**src/rtl/enc16to4_arb_pkg.sv**
```systemverilog
// Shared constants and state encoding for the 16-request priority encoder/arbiter.
// Latency: n/a (declarations only).
// Backpressure: n/a (declarations only).
package enc16to4_arb_pkg;

    localparam int N_REQ = 16;
    localparam int IDX_W = 4;

    // IDLE: nothing offered (v=0); HOLD: index offered and waiting for ack (v=1).
    typedef enum logic {
        IDLE = 1'b0,
        HOLD = 1'b1
    } arb_state_t;

    // One-hot mask for an index; matches the downstream decoder's select line.
    function automatic logic [N_REQ-1:0] idx_onehot(input logic [IDX_W-1:0] idx);
        logic [N_REQ-1:0] m;
        m = '0;
        m[idx] = 1'b1;
        return m;
    endfunction

endpackage

```
**src/rtl/enc16to4_arb_pri_enc8to3.sv**
```systemverilog
// Highest-index-wins priority encoder over 8 request bits.
// Latency: purely combinational.
// Backpressure: none; output follows input.
module pri_enc8to3 (
    input  logic [7:0] req,
    output logic [2:0] idx,
    output logic       any
);

    // Scan upward so the last (highest) set bit overrides earlier ones.
    always_comb begin
        idx = 3'd0;
        any = 1'b0;
        for (int i = 0; i < 8; i++) begin
            if (req[i]) begin
                idx = i[2:0];
                any = 1'b1;
            end
        end
    end

endmodule

```
**src/rtl/enc16to4_arb.sv**
```systemverilog
// Collects 16 request lines into a pending set and issues one 4-bit index at a time, highest index first.
// Latency: EDGE=1 request edge in cycle n -> pending after edge n+1 -> v/y after edge n+2; one IDLE cycle after each ack.
// Backpressure: v/y held stable until ack, no preemption; e gates capture and new issue but never withdraws an offer.
module enc16to4_arb
    import enc16to4_arb_pkg::*;
#(
    parameter bit EDGE = 1'b1
) (
    input  logic             clk,
    input  logic             rst_n,
    input  logic [N_REQ-1:0] w,
    input  logic             e,
    input  logic             ack,
    output logic [IDX_W-1:0] y,
    output logic             v,
    output logic [N_REQ-1:0] pend
);

    logic [N_REQ-1:0] w_d;
    logic [N_REQ-1:0] pend_q;
    logic [N_REQ-1:0] pend_d;
    logic [N_REQ-1:0] cap;
    logic [N_REQ-1:0] clr;
    logic [IDX_W-1:0] y_q;
    logic [IDX_W-1:0] y_d;
    logic [IDX_W-1:0] sel;
    arb_state_t       state_q;
    arb_state_t       state_d;

    logic [2:0] idx_hi;
    logic [2:0] idx_lo;
    logic       any_hi;
    logic       any_lo;
    logic       any;

    // Two 8-bit halves, same split as the decoder's two 3-to-8 stages.
    pri_enc8to3 u_enc_hi (
        .req (pend_q[15:8]),
        .idx (idx_hi),
        .any (any_hi)
    );

    pri_enc8to3 u_enc_lo (
        .req (pend_q[7:0]),
        .idx (idx_lo),
        .any (any_lo)
    );

    assign sel = any_hi ? {1'b1, idx_hi} : {1'b0, idx_lo};
    assign any = any_hi | any_lo;

    // New requests this cycle: rising edges or raw levels, suppressed while disabled.
    always_comb begin
        cap = '0;
        if (e) begin
            cap = EDGE ? (w & ~w_d) : w;
        end
    end

    // Issue/accept control; the accepted index is cleared but a same-cycle capture re-sets it.
    always_comb begin
        state_d = state_q;
        y_d     = y_q;
        clr     = '0;
        case (state_q)
            IDLE: begin
                if (e && any) begin
                    state_d = HOLD;
                    y_d     = sel;
                end
            end
            HOLD: begin
                if (ack) begin
                    state_d = IDLE;
                    clr     = idx_onehot(y_q);
                end
            end
            default: state_d = IDLE;
        endcase
        pend_d = (pend_q & ~clr) | cap;
    end

    // Handshake state and issued index.
    always_ff @(posedge clk or negedge rst_n) begin
        if (!rst_n) begin
            state_q <= IDLE;
            y_q     <= '0;
        end else begin
            state_q <= state_d;
            y_q     <= y_d;
        end
    end

    // Pending set and previous-w sample; w_d tracks w even while disabled, so edges during e=0 are dropped.
    always_ff @(posedge clk or negedge rst_n) begin
        if (!rst_n) begin
            pend_q <= '0;
            w_d    <= '0;
        end else begin
            pend_q <= pend_d;
            w_d    <= w;
        end
    end

    assign y    = y_q;
    assign v    = (state_q == HOLD);
    assign pend = pend_q;

endmodule

```
**config.mk**
```make
export PLATFORM = sky130hd
export DESIGN_NAME = enc16to4_arb
export DESIGN_NICKNAME = d
export VERILOG_FILES = /design/src/rtl/enc16to4_arb_pkg.sv /design/src/rtl/enc16to4_arb_pri_enc8to3.sv /design/src/rtl/enc16to4_arb.sv
export SDC_FILE = /design/constraint.sdc
export NUM_CORES = 1
export LEC_CHECK = 0
export ABC_AREA = 0
export BUFFER_PORTS_ARGS = -buffer_cell sky130_fd_sc_hd__buf_2
export CAP_MARGIN = 20
export CORE_MARGIN = 1.5
export CORE_UTILIZATION = 45
export CTS_CLUSTER_SIZE = 10
export DETAILED_ROUTE_END_ITERATION = 7
export PLACE_DENSITY = 0.82
export REMOVE_ABC_BUFFERS = 1
export SKIP_LAST_GASP = 1
export SLEW_MARGIN = 20
export SYNTH_ARGS = -nofsm -noshare
export SYNTH_HDL_FRONTEND = slang
export SYNTH_SLANG_ARGS = --single-unit
```
**constraint.sdc**
```tcl
create_clock -name clk -period 1.65 [get_ports clk]
set_input_delay 0.33 -clock clk [delete_from_list [all_inputs] [get_ports clk]]
set_output_delay 0.33 -clock clk [all_outputs]
set_load 0.1 [all_outputs]
```
# After elaboration in Yosys (flattened, before gate mapping)
# Index checks and enable logic that the tools add are counted.
[op_classes]
order_cmp = 2
mux = 39
bitwise = 7
reduce_logical = 3
[ops]
columns = ["op", "count"]
rows = [
  ["$mux W16", 3],
  ["$and A16 B16 Y16", 2],
  ["$not A16 Y16", 2],
  ["$mux W3", 8],
  ["$mux W1", 21],
  ["$or A16 B16 Y16", 1],
  ["$mux W2", 4],
  ["$lt A4 B5 Y1 const B", 1],
  ["$demux W1 S4", 1],
  ["$ge A4 B1 Y1 const B", 1],
  ["$mux W4", 1],
  ["$logic_and A1 B1 Y1", 2],
  ["$pmux W1 S2", 1],
  ["$reduce_and A2 Y1", 1],
  ["$not A1 Y1", 1],
  ["$or A1 B1 Y1", 1],
]
[totals]
ff_bits = 37
in_bits = 20
output_inout_bits = 21
elab_cells = 55

# Logic depth before layout (Yosys ltp)
[depth]
depth_word = 12
depth_mapped = 5
mapped_depth_nobuf = 5

# Cells and area by module
# Synthesis repeated with hierarchy kept, for this count alone.
[unflattened]
cells_unflattened = 129
area_unflattened_um2 = 1466.4
[modules_own_cells]
columns = ["mod", "n_inst", "cells_per_inst", "area_per_inst_um2", "seq_area_each_um2"]
rows = [
  ["enc16to4_arb", 1, 105, 1351.3, 925.9],
  ["pri_enc8to3", 2, 12, 57.6, 0.0],
]

# Worst setup path after synthesis
# OpenSTA, ideal clock, no wires.
[synth_path]
kind = "reg-to-reg"
from = "register pend_q[11], in the netlist pend[11]"
to = "register y_q[2], in the netlist y[2]"
setup_time_ns = 0.126
t_arrival_ns = 2.079
t_required_ns = 1.524
path_slack_ns = -0.555
stages_incl_launch_ff = 5
path_buffers = 0
synth_period_minus_slack_ns = 2.205
path_cell_list = "dfrtp_1 or4_4 nand2b_4 o21ai_4 mux2_4"
[synth_via]
elab_chain_len = 8
elab_cells_between_ends = 9
cone_classes = "mux (6); bitwise (1); reduce/logical (2)"
[synth_rtl]
columns = ["item", "line_no", "text"]
rows = [
  ["start: declaration", "enc16to4_arb.sv:20", "logic [N_REQ-1:0] pend_q;"],
  ["start signal: assignment", "enc16to4_arb.sv:100", "pend_q <= pend_d;"],
  ["$mux W1 * (5 in series)", "enc16to4_arb_pri_enc8to3.sv:15", "if (req[i]) begin"],
  ["$or A1 B1 Y1", "enc16to4_arb.sv:50", "assign any = any_hi | any_lo;"],
  ["$logic_and A1 B1 Y1", "enc16to4_arb.sv:67", "if (e && any) begin"],
  ["$reduce_and A2 Y1 (no line)", "-", ""],
  ["end signal: assignment", "enc16to4_arb.sv:90", "y_q <= y_d;"],
  ["end: declaration", "enc16to4_arb.sv:24", "logic [IDX_W-1:0] y_q;"],
]
# Every way passes the cells marked *; elsewhere a longest branch is shown, timed or not.
# A chain may end at the register's enable or synchronous reset.

# Final worst setup path
# Same ends and word-level chain as after synthesis.

==> results.sh <==
export IMPL_run_status="complete, but fails checks"
export IMPL_violations="negative setup slack"
export IMPL_hold_end="w_d[6]"
export IMPL_peakVddDrop_mv=0.837
export IMPL_hp_class="primary input to flop"
export IMPL_timing_rr_end="y[2]"
export IMPL_ys_seq_area_share_pct=62.5
export IMPL_fin_area_um2=1900
export IMPL_drt_pass1_iter_count=4
export IMPL_initialDrtViolationCount=65
export IMPL_p_seq_share_pct=43.4
export IMPL_clock_fmax_mhz=596
export IMPL_syn_area_um2=1480
export IMPL_leakage_nw=0.799
export IMPL_cts_tree="yes"
export IMPL_power_mw=2.61
export IMPL_cts_root_buf="clkbuf_4"
export IMPL_yosys_most_used_dff="dfrtp_1"
export IMPL_wl_per_cell_um=14.0
export IMPL_whs_path_depth=1
export IMPL_fillers=256
export IMPL_hold_viol=0
export IMPL_area_sequential_um2=926
export IMPL_multiInputGateArea_um2=543
export IMPL_crit_start="pend[11]"
export IMPL_vias_per_cell=5.24
export IMPL_numCtsBuffers=5
export IMPL_synth_warnings=0
export IMPL_io_pins=41
export IMPL_synth_cell_types=25
export IMPL_cp_data_required_time_ns=1.88
export IMPL_drt_wl_total_um=3260
export IMPL_die_y_um=60.4
export IMPL_yosysTopAreaCell="dfrtp_1"
export IMPL_floorplan_initialDensity_pct=48.1
export IMPL_path_cells="or4_4, nand2b_4, o21ai_4, mux2_4"
export IMPL_timing_slew_headroom_pct=67.6
export IMPL_switching_share_pct=46.4
export IMPL_grt_pass1_wl_um=5290
export IMPL_rows=20
export IMPL_dpl_cell_area_um2=1820
export IMPL_slew_viol_final=0
export IMPL_max_cap_violations=0
export IMPL_antenna_cells=0
export IMPL_critPathKind="flop to flop"
export IMPL_cp_slowest_cell="or4_4"
export IMPL_synth_top_cell_area_share_pct=62.5
export IMPL_pwr_share_clk_pct=17.9
export IMPL_syn_avg_cell_area_um2=11.1
export IMPL_ff2ff_setup_slack_ns=-0.03
export IMPL_die_w_um=60.4
export IMPL_via_count=1222
export IMPL_synthArstFlopShare_pct=100
export IMPL_ys_ff_latch=37
export IMPL_finalCritPeriodShare_pct=102
export IMPL_synthTopCellsByArea="dfrtp_1 63%, nand3b_1 7.6%, o21ai_0 6.8%, nand2_1 6.1%, nor4_4 1.4%"
export IMPL_overflow=0
export IMPL_core_um2=3080
export IMPL_htreeDepth=2
export IMPL_hpwl_um=2510
export IMPL_worstHoldStart="w[6]"
export IMPL_worstPathMaxFanout=2
export IMPL_synth_edf_count=0
export IMPL_syn_to_final_growth_pct=28.3
export IMPL_grt_max_degree=21
export IMPL_r2r_start="pend[11]"
export IMPL_place_gp_congestion=0.836
export IMPL_worst_setup_path_start_kind="flop"
export IMPL_crit_path_end_kind="flop"
export IMPL_io_buffers=40
export IMPL_die_area_um2=3650
export IMPL_setup_viol=1
export IMPL_antenna_left=0
export IMPL_rsz0062_at_grt="true"
export IMPL_remaining_drc_errors=0
export IMPL_worstPathArrival_ns=1.91
export IMPL_first_global_vias=1241
export IMPL_clockBufferDepth=2
export IMPL_fin_crit_ns=1.68
export IMPL_grt_usage_pct=20.1
export IMPL_slowest_delay_ns=0.53
export IMPL_finClkSkew_ns=0.0108
export IMPL_clk_pin_slew_ns=0.10
export IMPL_cts_sinks=37
export IMPL_tightest_slew_ns=0.490
export IMPL_power_internal_mw=1.40
export IMPL_rr_worst_depth=4
export IMPL_antenna_found_initial=0
export IMPL_final_nets=209
export IMPL_yosysMostFrequentCell="dfrtp_1"
export IMPL_synthTopCellsByCount="37 x dfrtp_1, 24 x nand2_1, 20 x o21ai_0, 15 x nand3b_1, 5 x nor2_1"
export IMPL_clk_latency_ns=0.33
export IMPL_power_density_cell_area_nw_per_um2=1380
export IMPL_layout_drive_gt1_share_pct=34.4
export IMPL_syn_inst=133
export IMPL_setup_ws_ns=-0.0288
export IMPL_power_switching_mw=1.21
export IMPL_comb_power_share_pct=38.7
[cell type report]
cell class	count	share of cell area [%]
inverters	4	0.790
multi-input cells	90	28.6
clock buffers	7	2.90
flip-flops and latches	37	48.7
repair buffers	51	16.1
well taps	44	2.90
[worst max path at each step]
stage | cells after the start | endpoint | slack (ns)
final | 4 | y[2] | -0.03
after global routing | 4 | y[2] | -0.07
after CTS | 4 | y[2] | -0.01
after detailed placement | 4 | y[2] | -0.02
after global placement | 4 | y[2] | 0.02
after floorplan | 4 | y[2] | -0.56
[cell families (layout without fill, tap and decap cells)]
logic type             count (synthesis)  in the layout  share of synthesized area [%]
AND/OR/NAND/NOR                       58             58                           22.6
flip-flops                            37             37                           62.5
AO/OA/AOI/OAI                         31             31                           12.3
buffers and inverters                  6             62                           1.52
multiplexers                           1              1                           1.01
[flip-flops by register name, summed over array words and instances (netlist names)]
signal and flops:
pend 16, y 4, w_d 16, v 1
[through the flow]
step           util [%]  TNS, ns  setup WS (ns)  instances  hold WS [ns]
6_report           61.7  -0.0288        -0.0288        233         0.106
5_1_grt            61.7   -0.142        -0.0706        233        0.0995
4_1_cts            61.1  -0.0119        -0.0119        233        0.0985
3_5_place_dp       59.0  -0.0213        -0.0213        225         0.292
3_3_place_gp       59.0        0         0.0162        225         0.279
2_1_floorplan         -    -2.93         -0.555        131        0.0344
[power by group through the flow]
stage / Combinational [mW] / Clock [mW] / Sequential (mW)
CTS: 1.00 / 0.489 / 1.13
detailed placement: 0.998 / 0 / 1.14
global placement: 0.982 / 0 / 1.14
floorplan: 0.158 / 0 / 1.73
global route: 1.06 / 0.513 / 1.15
finish: 1.01 / 0.469 / 1.14
[repair_timing]
action | CTS | global route
endpoints found under the setup margin | 1 | 6
pin swaps | 1 | 0
buffers inserted | 0 | 0
hold buffers | 1 | 0
resized for setup | 0 | 6
endpoints found under the hold margin | 17 | 0
[critical path: cells and delay by family (launching register included)]
kind,cells,cell delay (ns)
simple gates,2,0.69
flops,1,0.39
mux,1,0.32
compound gates,1,0.17
[routing by layer]
layer	vias to the layer above	part of all wire, %	global-route usage, %	wire (µm)
li1	577	-	-	-
met1	600	43	25.6	1400
met2	37	50	32.1	1630
met3	8	5.0	4.48	162
met4	0	2.0	10.8	64
met5	-	0	0	0
[cells in the final DEF (no fill, tap or decap), types with 2 or more instances in the layout]
cell type / count
buf_2: 38
dfrtp_1: 37
nand2_1: 24
o21ai_0: 19
nand3b_1: 15
buf_4: 8
clkbuf_4: 7
nor2_1: 5
inv_1: 4
a21oi_1: 3
nand2b_1: 2
nor4_1: 2
nor2b_1: 2
o21ai_1: 2
o21bai_1: 2
Power figures use the tool's default switching activity.
